===== src/rtl/nn_mac_neuron.sv =====
// -----------------------------------------------------------------------------
// nn_mac_neuron
//
// Fixed-point neuron that drains the wishbone_nn input FIFO. Each group is one
// signed Q16.16 bias word followed by N_INPUTS pair words, each holding a Q8.8
// weight [31:16] and a Q8.8 activation [15:0]. The Q16.16 products are summed
// onto the bias. The sum is rescaled to Q8.8 with optional ReLU and
// saturation, then offered as one result on a valid/ready output stream.
//
// Parameters
//   N_INPUTS  weight/activation pairs per neuron (1 .. 2^(ACC_W-32))
//   ACC_W     signed accumulator width (>= 33)
//   RELU      1: negative results become 0, 0: signed result passes through
//
// Ports
//   wb_clk_i   in   1   clock, rising edge
//   wb_rst_i   in   1   asynchronous active-high reset
//   in_valid   in   1   FIFO head word available
//   in_data    in   32  FIFO head word
//   in_ready   out  1   pop strobe, word consumed when in_valid & in_ready
//   out_valid  out  1   result available
//   out_data   out  16  signed Q8.8 result
//   out_sat    out  1   result was saturated (qualified by out_valid)
//   out_ready  in   1   consumer takes the result when out_valid & out_ready
//   busy       out  1   a group is in progress (any state but S_BIAS)
// -----------------------------------------------------------------------------
module nn_mac_neuron #(
    parameter int N_INPUTS = 4,
    parameter int ACC_W    = 40,
    parameter bit RELU     = 1'b1
) (
    input  logic        wb_clk_i,
    input  logic        wb_rst_i,
    input  logic        in_valid,
    input  logic [31:0] in_data,
    output logic        in_ready,
    output logic        out_valid,
    output logic [15:0] out_data,
    output logic        out_sat,
    input  logic        out_ready,
    output logic        busy
);

    typedef enum logic [1:0] {
        S_BIAS,
        S_MAC,
        S_ACT,
        S_OUT
    } state_t;

    localparam int                    CNT_W    = (N_INPUTS > 1) ? $clog2(N_INPUTS) : 1;
    localparam logic [CNT_W-1:0]      CNT_LAST = CNT_W'(N_INPUTS - 1);
    localparam logic signed [ACC_W-1:0] Q_MAX  = ACC_W'(32767);
    localparam logic signed [ACC_W-1:0] Q_MIN  = -Q_MAX - 1;

    state_t                    state_q, state_d;
    logic signed [ACC_W-1:0]   acc_q, acc_d;
    logic [CNT_W-1:0]          cnt_q, cnt_d;
    logic                      out_valid_q, out_valid_d;
    logic [15:0]               out_data_q, out_data_d;
    logic                      out_sat_q, out_sat_d;

    logic signed [15:0]        weight;
    logic signed [15:0]        activ;
    logic signed [31:0]        product;
    logic signed [ACC_W-1:0]   scaled;
    logic                      accept;

    // Q8.8 * Q8.8 gives a full-precision Q16.16 product. This matches the bias
    // format, so products add onto the bias without realignment.
    assign weight  = in_data[31:16];
    assign activ   = in_data[15:0];
    assign product = weight * activ;

    // Q16.16 -> Q8.8: an arithmetic shift floors toward minus infinity.
    assign scaled  = acc_q >>> 8;

    assign accept  = in_valid && in_ready;

    always_comb begin
        // NOTE: every output of this block gets a default first, so no path
        // through the case leaves a signal unassigned and infers a latch.
        state_d     = state_q;
        acc_d       = acc_q;
        cnt_d       = cnt_q;
        out_valid_d = out_valid_q;
        out_data_d  = out_data_q;
        out_sat_d   = out_sat_q;
        in_ready    = 1'b0;

        case (state_q)
            S_BIAS: begin
                in_ready = !wb_rst_i;
                if (accept) begin
                    acc_d   = ACC_W'($signed(in_data));
                    cnt_d   = '0;
                    state_d = S_MAC;
                end
            end

            S_MAC: begin
                in_ready = !wb_rst_i;
                if (accept) begin
                    acc_d = acc_q + ACC_W'(product);
                    cnt_d = cnt_q + 1'b1;
                    if (cnt_q == CNT_LAST) begin
                        state_d = S_ACT;
                    end
                end
            end

            S_ACT: begin
                if (RELU && scaled < 0) begin
                    out_data_d = 16'h0000;
                    out_sat_d  = 1'b0;
                end else if (scaled > Q_MAX) begin
                    out_data_d = 16'h7FFF;
                    out_sat_d  = 1'b1;
                end else if (scaled < Q_MIN) begin
                    out_data_d = 16'h8000;
                    out_sat_d  = 1'b1;
                end else begin
                    out_data_d = scaled[15:0];
                    out_sat_d  = 1'b0;
                end
                out_valid_d = 1'b1;
                state_d     = S_OUT;
            end

            S_OUT: begin
                // Result is held until taken. Clearing acc here means the next
                // group cannot pick up any residue.
                if (out_ready) begin
                    out_valid_d = 1'b0;
                    acc_d       = '0;
                    state_d     = S_BIAS;
                end
            end

            default: begin
                state_d = S_BIAS;
            end
        endcase
    end

    always_ff @(posedge wb_clk_i or posedge wb_rst_i) begin
        if (wb_rst_i) begin
            state_q     <= S_BIAS;
            acc_q       <= '0;
            cnt_q       <= '0;
            out_valid_q <= 1'b0;
            out_data_q  <= '0;
            out_sat_q   <= 1'b0;
        end else begin
            // NOTE: non-blocking assignments, so every flop updates from the
            // values that existed before the edge.
            state_q     <= state_d;
            acc_q       <= acc_d;
            cnt_q       <= cnt_d;
            out_valid_q <= out_valid_d;
            out_data_q  <= out_data_d;
            out_sat_q   <= out_sat_d;
        end
    end

    assign out_valid = out_valid_q;
    assign out_data  = out_data_q;
    assign out_sat   = out_sat_q;
    assign busy      = (state_q != S_BIAS);

endmodule


===== config.mk =====
export PLATFORM = sky130hd
export DESIGN_NAME = nn_mac_neuron
export DESIGN_NICKNAME = d
export VERILOG_FILES = /design/src/rtl/nn_mac_neuron.sv
export SDC_FILE = /design/constraint.sdc
export NUM_CORES = 1
export LEC_CHECK = 0
export ABC_AREA = 1
export CORE_ASPECT_RATIO = 2
export CORE_MARGIN = 10
export CORE_UTILIZATION = 45
export CTS_BUF_LIST = sky130_fd_sc_hd__clkbuf_4
export CTS_CLUSTER_SIZE = 30
export DETAILED_ROUTE_END_ITERATION = 6
export HOLD_SLACK_MARGIN = 0.08
export PLACE_DENSITY = 0.73
export SLEW_MARGIN = 10
export SYNTH_ARGS = -nofsm -noshare
export SYNTH_HDL_FRONTEND = slang
export SYNTH_SLANG_ARGS = --single-unit
export TNS_END_PERCENT = 20

===== constraint.sdc =====
create_clock -name wb_clk_i -period 4.6 [get_ports wb_clk_i]
set_input_delay 0.46 -clock wb_clk_i [delete_from_list [all_inputs] [get_ports wb_clk_i]]
set_output_delay 0.46 -clock wb_clk_i [all_outputs]
set_load 0.02 [all_outputs]

# After elaboration in Yosys (flattened, before gate mapping)
# Cells that the tools add are included.
[word_totals]
reg_bits = 62
word_cells = 53
[op_classes]
n_addsub = 2
multipliers = 1
order_cmp = 3
eq_ne = 8
n_mux = 21
reduce_logical = 12
[ops]
columns = ["cell", "n"]
rows = [
  ["$mux 40", 3],
  ["$pmux 40 s3", 1],
  ["$mux 16", 3],
  ["$add 40x32->40", 1],
  ["$gt 32x16->1 const B", 1],
  ["$lt 32x1->1 const B", 1],
  ["$lt 32x16->1 const B", 1],
  ["$mul 16x16->32", 1],
  ["$mux 2", 6],
  ["$ne 2x2->1 const B", 4],
  ["$pmux 2 s4", 1],
  ["$reduce_and 4->1", 2],
  ["$eq 2x2->1 const B", 3],
  ["$reduce_bool 2->1", 3],
  ["$mux 1", 5],
  ["$pmux 2 s2", 1],
  ["$reduce_and 3->1", 1],
  ["$reduce_bool 3->1", 1],
  ["$add 2x1->2 const B", 1],
  ["$eq 2x1->1 const B", 1],
  ["$logic_not 2->1", 1],
  ["$pmux 1 s2", 1],
  ["$reduce_and 2->1", 1],
  ["$reduce_or 2->1", 1],
  ["2 further kinds", 2],
]

# Logic depth before layout (Yosys ltp)
[depth]
ltp_word = 6
depth_mapped = 30
mapped_depth_nobuf = 28

# Worst setup path after synthesis
# OpenSTA, ideal clock, no wires.
[synth_timing]
kind = "in2reg"
startpoint = "input port in_data[31]"
endpoint = "register acc_q[38]"
arrival_time_ns = 5.963
required_ns = 4.468
path_slack_ns = -1.496
cell_stages = 24
path_buffers = 2
cell_sequence = "buf_2 -> buf_1 -> nand2_1 -> inv_1 -> fa_1 -> fa_1 -> inv_1 -> fa_1 -> fa_1 -> inv_1 -> fa_1 -> inv_1 -> fa_1 -> inv_1 -> ha_1 -> nand2_1 -> nor3_1 -> nand2_1 -> nor2_1 -> nand3_1 -> nand3_1 -> nand2_1 -> nand3_1 -> a21oi_1"
[synth_via]
elab_chain_cells = 4
elab_cells_between_ends = 5
classes_between = "1 x add/sub; 1 x mul; 3 x mux"
[synth_rtl]
columns = ["element", "line_no", "source"]
rows = [
  ["from (decl)", "35", "input logic [31:0] in_data,"],
  ["$mul 16x16->32", "73", "assign product = weight * activ;"],
  ["$add 40x32->40", "104", "acc_d = acc_q + ACC_W'(product);"],
  ["$mux 40", "103", "if (accept) begin"],
  ["$pmux 40 s3 (*)", "91", "case (state_q)"],
  ["to (signal assigned)", "149", "acc_q <= '0;"],
  ["to (signal assigned)", "158", "acc_q <= acc_d;"],
  ["to (decl)", "57", "logic signed [ACC_W-1:0] acc_q, acc_d;"],
]
# Mark *: on every way between the ends. The rest lies on a longest branch, timed or not. The select of a mux whose other input is x is not followed.
# A chain may end at the register's enable or synchronous reset.

# Final worst setup path
[layout_timing]
startpoint = "input port in_data[8]"
endpoint = "register acc_q[39]"
[layout_via]
elab_chain_cells = 4
[layout_rtl]
columns = ["element", "line_no"]
rows = [
  ["$mul 16x16->32", "73"],
  ["$add 40x32->40", "104"],
  ["$mux 40", "103"],
  ["$pmux 40 s3", "91"],
]
# No other way between the ends. The select of a mux whose other input is x is not followed.

==> impl_metrics.ini <==
[run_status]
status = complete, but fails checks
violations = negative setup slack

[grt]
grt_util_met2 = 0.4779
gr-usage-met1 = 0.2474
grt_pass1_vias = 16710
grt_pass1_wl_um = 91190
grt_overflow_total = 0
grt_start_max_net_pins = 42
antenna_found_initial = 1
top_usage_layer = met2
grt_util_met3 = 0.03456
grt_util_all_layers = 0.2639

[critical_path]
cp-endpoint = acc_q[39]
cp_max_fo = 5
crit_slowest_cell = fa_2
reg2reg_depth = 22
cp-start-kind = input pin
crit_path_end_kind = register
slowest_delay_ns = 0.62
cp.arrival_ns = 5.83
cpMostUsedCell = fa_2
path_cells = buf_2 > buf_12 > nand2_2 > fa_2 > fa_2 > buf_4 > fa_2 > fa_2 > buf_12 > buf_4 > fa_1 > fa_1 > inv_1 > ha_1 > nand2_1 > inv_1 > a21boi_2 > nand2_1 > nor2_2 > nand3_2 > nand2_1 > nand3_2 > a21oi_1
r2r_start = acc_q[15]
rrSetupSlack_ns = -0.07
startpoint = in_data[8]
cp.required_ns = 5.10
critPathKind = input pin to register
timing.rr.end = acc_q[34]

[die]
die_w_um = 155.5
row_count = 99
dieArea_um2 = 45250
core_um2 = 36420
die_y_um = 291.0
initial_utilization = 0.4537
pin_count = 56

[synth]
yosys_warnings = 0
async_reset_ff_frac = 1.000
synth_ff_type = dfrtp_1
ys_types = 37
syn_nets = 2652
yosysTopAreaCellShare = 0.3998
synth_common_cells = inv_1, nand2_1, fa_1
synth_top_area_cell = fa_1
synth.area.top_cells = fa_1, inv_1, nand2_1
synth.avg_cell_area_um2 = 7.629
synthesis.area_um2 = 16520
synthCells = 2166
seq_area_frac_synth = 0.09390
synth_edf_count = 0
synth_seq_cells = 62
synth_most_common_cell = inv_1

[cts]
clk_latency_ns = 0.56
cts_inserted_buffers = 9
cts.clk_slew.worst_paths_ns = 0.14
clock-sinks = 62
cts_max_level = 3
root_buffer = clkbuf_4
cts_hold_buffers = 0
clk_path_buf_depth = 2
cts_tree = done

[final_layout]
syn_to_final_growth_pct = 35.09
nets = 2958
drive_above_1_share = 0.3008
post-route-cell-area_um2 = 22320
multi_input_area_um2 = 13720
seq_area_um2 = 1551
fill_cells = 3052
layoutNonFillerInstCount = 2932
final_util = 0.6129

[sta]
rsz0062_at_grt = true
fin_worst_skew_ns = 0.03473
setup_violations = 31
hold_viol_final = 0
worst_pin_slew_ns = 1.006
period_share = 1.158
timing.fmax_ghz = 0.1878
period_minus_slack_ns = 5.326
slew_viol_final = 0
worst_slack_ns = -0.7257
relSlewSlack = 0.3280

[drt]
vias = 14930
drt-total-wl_um = 58230
drt_iter0_markers = 749
drc = 0
avgRoutedWirePerCell_um = 19.86
firstDrtPassIters = 5
vias_per_cell = 5.092
ant_nets = 0

[placement]
placed_cell_area_um2 = 19670
hpwlAfterDp_um = 45380
gp_congestion = 0.9685
port-buffer-count = 55
dp_cells = 2821

[run]
drv_cap = 0

[worst_hold_path]
hp-class = input pin to register
min_path_cells = 4
[kinds of logic (layout without fill, tap and decap cells)]
logic type / count (synthesis) / count (layout) / share of synthesized area
buf+inv: 768 / 1079 / 0.1760
fa+ha+maj: 450 / 450 / 0.4907
compound gates: 161 / 161 / 0.06050
simple gates: 724 / 724 / 0.1784
flops: 62 / 62 / 0.09390
other cells: 0 / 1 / 0
xor+xnor: 1 / 1 / 0.0005302
[sequential cells by signal (all words and copies together) (netlist names)]
| signal | count |
|---|---|
| cnt_q | 2 |
| state_q | 2 |
| out_valid | 1 |
| out_data | 16 |
| out_sat | 1 |
| acc_q | 40 |
[layer usage]
layer  vias up  wire [µm]
met2       474      31430
li1       6840          -
met3       242       2411
met4         0       6445
met1      7373      17940
met5         -          0
[worst min-delay path by stage]
| stage | start | to | slack, ns |
|---|---|---|---|
| after floorplan | acc_q[5] | acc_q[5] | 0.45 |
| after global placement | out_data[15] | out_data[15] | 0.47 |
| after detailed placement | cnt_q[1] | cnt_q[1] | 0.48 |
| after CTS | in_data[15] | acc_q[15] | 0.34 |
| after global routing | in_data[15] | acc_q[15] | 0.36 |
| final | in_data[15] | acc_q[15] | 0.38 |
[critical path: cells and delay by family]
family                   cells  cell delay, ns
buffers and inverters        7            0.83
adder cells (fa/ha/maj)      7            3.48
AO/OA/AOI/OAI                2            0.33
AND/OR/NAND/NOR              7            0.69
[metrics by stage]
| step | setup WS [ns] | setup TNS (ns) | hold slack (ns) |
|---|---|---|---|
| finish | -0.7257 | -17.95 | 0.3785 |
| global route | -0.8622 | -22.82 | 0.3640 |
| CTS | -0.6893 | -17.27 | 0.3357 |
| detailed placement | -1.870 | -56.48 | 0.4814 |
| global placement | -1.854 | -55.35 | 0.4728 |
| floorplan | -0.8744 | -22.48 | 0.4483 |
[what timing repair did]
action / in CTS / in global routing
pin swaps: 186 / 129
resized for setup: 472 / 147
gates cloned: 7 / 0
setup endpoints to repair: 33 / 33
buffers inserted: 71 / 19
[area by class of cell]
class                      instances  share of cell area
antenna                            1           0.0001121
inverter                         686              0.1164
clock inverter                     6            0.002354
timing repair buffer             377              0.1681
clock buffer                      10            0.003363
tap                              454             0.02545
sequential                        62             0.06951
multi-input combinational       1336              0.6147
[cell usage in the layout, fill, tap and decap left out, drive strengths merged, types with 2 or more instances in the layout]
| cell | Yosys | layout |
|---|---|---|
| buf | 14 | 340 |
| nor2 | 92 | 92 |
| dfrtp | 62 | 62 |
| nand4 | 14 | 14 |
| o21bai | 9 | 9 |
| bufbuf | 0 | 3 |
| nand2 | 517 | 517 |
| clkdlybuf4s15 | 0 | 6 |
| o21ai | 28 | 28 |
| a21boi | 12 | 12 |
| fa | 330 | 330 |
| a2bb2oi | 5 | 5 |
| nand3 | 59 | 59 |
| a21o | 2 | 2 |
| a21oi | 70 | 70 |
| a22oi | 17 | 17 |
| nand3b | 10 | 10 |
| or2 | 20 | 20 |
| nor4 | 4 | 4 |
| clkbuf | 68 | 13 |
| clkdlybuf4s50 | 0 | 23 |
| o211ai | 2 | 2 |
| ha | 120 | 120 |
| clkinv | 0 | 5 |
| inv | 686 | 685 |
| o221ai | 15 | 15 |
| nor3 | 7 | 7 |
Power is not shown: default switching activity piles up to over one toggle a cycle in this logic, so the estimate is an artifact.
==> RTL edit, RTL diff (same settings) <==
The parameter `RELU` goes from 1'b1 to 1'b0.
--- a/src/rtl/nn_mac_neuron.sv
+++ b/src/rtl/nn_mac_neuron.sv
@@ -28,5 +28,5 @@
     parameter int N_INPUTS = 4,
     parameter int ACC_W    = 40,
-    parameter bit RELU     = 1'b1
+    parameter bit RELU     = 1'b0
 ) (
     input  logic        wb_clk_i,
Behaviour: not the same (a bounded check fails within 10 cycles, from zero or initial values and one cycle with wb_rst_i high).
==> RTL edit against the original RTL <==
The flow still finishes with violations (setup timing). Design area fell by 1.2%. Synthesized area up 0.49%. Synthesized cell count is 1.1% higher. Sequential cell count is the same. Highest routed layer unchanged. Die area grew 0.45%. Critical path depth rose by 4. Routed wire length down 0.43%. Setup slack lost 0.020 ns.
Power is left out: the tool's default activity adds up to more than one toggle a clock period on the data nets, which glitch-free logic cannot reach.
==> RTL edit: results (changes against the original RTL) <==
CLOCKING
--------------------------------------------------------------------------------------------------------
Clock latency reported for the late side of the worst-skew pair ...........................      0.52 ns   -0.04 ns
Post-CTS clock slew at the launch and capture registers of the worst setup and hold paths .      0.11 ns   -0.03 ns

SYNTH
--------------------------------------------------------------------------------------------------------
Avg Synthesized Cell Area .................................................................     7.59 um2   -0.56%
Number of different library cells in the post-synthesis netlist ...........................           38   +2.7%
Most frequent cells after synthesis ....................................................... inv_1 (662), nand2_1 (564), fa_1 (330)
Cell types occupying the most area after synthesis ........................................ fa_1 (40%), inv_1 (15%), nand2_1 (13%)

GRT
--------------------------------------------------------------------------------------------------------
Global-route wire length before repair ....................................................    91,000 um   -0.16%
Number of global-route vias before repair .................................................       17,200   +2.8%
Maximum number of pins on one net before global-route repair ..............................           52   +24%
Global-route total usage across every layer ...............................................        26.2%   -0.14 points
Routing usage on met1 .....................................................................        22.7%   -2.0 points

CELLS AND AREA
--------------------------------------------------------------------------------------------------------
Net count reported at finish ..............................................................        2,976   +0.61%
Final std cells w/o fill ..................................................................        2,950   +0.61%
Fraction of layout cells with a size suffix above 1 .......................................        26.9%   -3.2 points

SETUP PATH
--------------------------------------------------------------------------------------------------------
Crit path max-delay cell type .............................................................         fa_1
Cell repeated most along the worst path ...................................................         fa_1
Worst setup startpoint ....................................................................   in_data[7]

ROUTE
--------------------------------------------------------------------------------------------------------
Met3 Wirelength ...........................................................................      2440 um   +1.2%
1st-pass router iterations ................................................................            7   +2
Initial DRC count .........................................................................          827   +10%
Detailed-route wire length on metal 1 .....................................................    16,900 um   -5.7%
Met2 Routed Length ........................................................................    31,800 um   +1.1%
Via Count .................................................................................       15,300   +2.3%
Routed wirelength normalized by instance count ............................................      19.7 um   -1.0%

PLACEMENT
--------------------------------------------------------------------------------------------------------
DP Area ...................................................................................   0.0198 mm2   +0.89%
Number of placed cells counting well taps .................................................        2,856   +1.2%

WORST HOLD PATH
--------------------------------------------------------------------------------------------------------
Hold crit path type .......................................................................     in2async

TIMING
--------------------------------------------------------------------------------------------------------
Worst clock skew on the final layout ......................................................    0.0161 ns   -0.0187 ns
Worst Tran Pin Value ......................................................................      1.06 ns   +0.0563 ns
Setup ws final ............................................................................    -0.745 ns   -0.0196 ns
Number of failing setup endpoints in the final timing report ..............................           32   +3.2%

STATUS
--------------------------------------------------------------------------------------------------------
Outcome ................................................................................... complete, but fails checks
Violations in the final reports ........................................................... setup timing

[RTL edit: cell count changes after synthesis, moves of 4 or more]
cell / unedited run / this run
o221ai_1: 15 / 0
inv_1: 684 / 662
nand2_1: 516 / 564
nand4_1: 14 / 19
a22oi_1: 17 / 9
or2_1: 8 / 4
o21ai_0: 27 / 38
a2bb2oi_2: 0 / 8
[RTL edit: final timing paths]
check	depth (start not counted)	end	slack (ns)
worst max-delay path	27	acc_q[27]	-0.75
worst min-delay path	2	out_valid	0.40
worst max register to register	20	acc_q[22]	-0.01
worst min register to register	2	out_data[2]	0.49
max in group asynchronous	3	acc_q[20]	3.21
min in group wb_clk_i	4	acc_q[19]	0.44
[RTL edit: cell type report]
| class | instances | area (um2) |
|---|---|---|
| Sequential cell | 62 | 1550 |
| Fill cell | 3008 | 14500 |
| Clock buffer | 12 | 90.1 |
| Inverter | 667 | 2510 |
| Clock inverter | 4 | 47.5 |
| Tap cell | 454 | 568 |
| Timing Repair Buffer | 371 | 3680 |
| Antenna cell | 1 | 2.50 |
| Multi-Input combinational cell | 1379 | 13600 |
[RTL edit: repair_timing]
item,in CTS,in global routing
pin swaps,190,69
resized for setup,388,88
gates cloned,9,0
hold buffers,0,0
endpoints found under the setup margin,33,33
setup buffers,62,6
[RTL edit: cell families after synthesis]
group,synth area share [%]
fa+ha+maj,48.8
xor+xnor,0.0528
flops,9.34
buf+inv,17.1
compound gates,5.88
simple gates,18.8
[RTL edit: metrics by stage]
step           setup WS, ns  hold slack (ns)  setup TNS, ns
4_1_cts              -0.701            0.361         -16.38
3_5_place_dp          -1.95            0.466         -53.68
6_report             -0.745            0.399         -18.14
5_1_grt              -0.914            0.428         -24.07
2_1_floorplan        -0.894            0.455         -21.13
3_3_place_gp          -1.84            0.463         -51.63
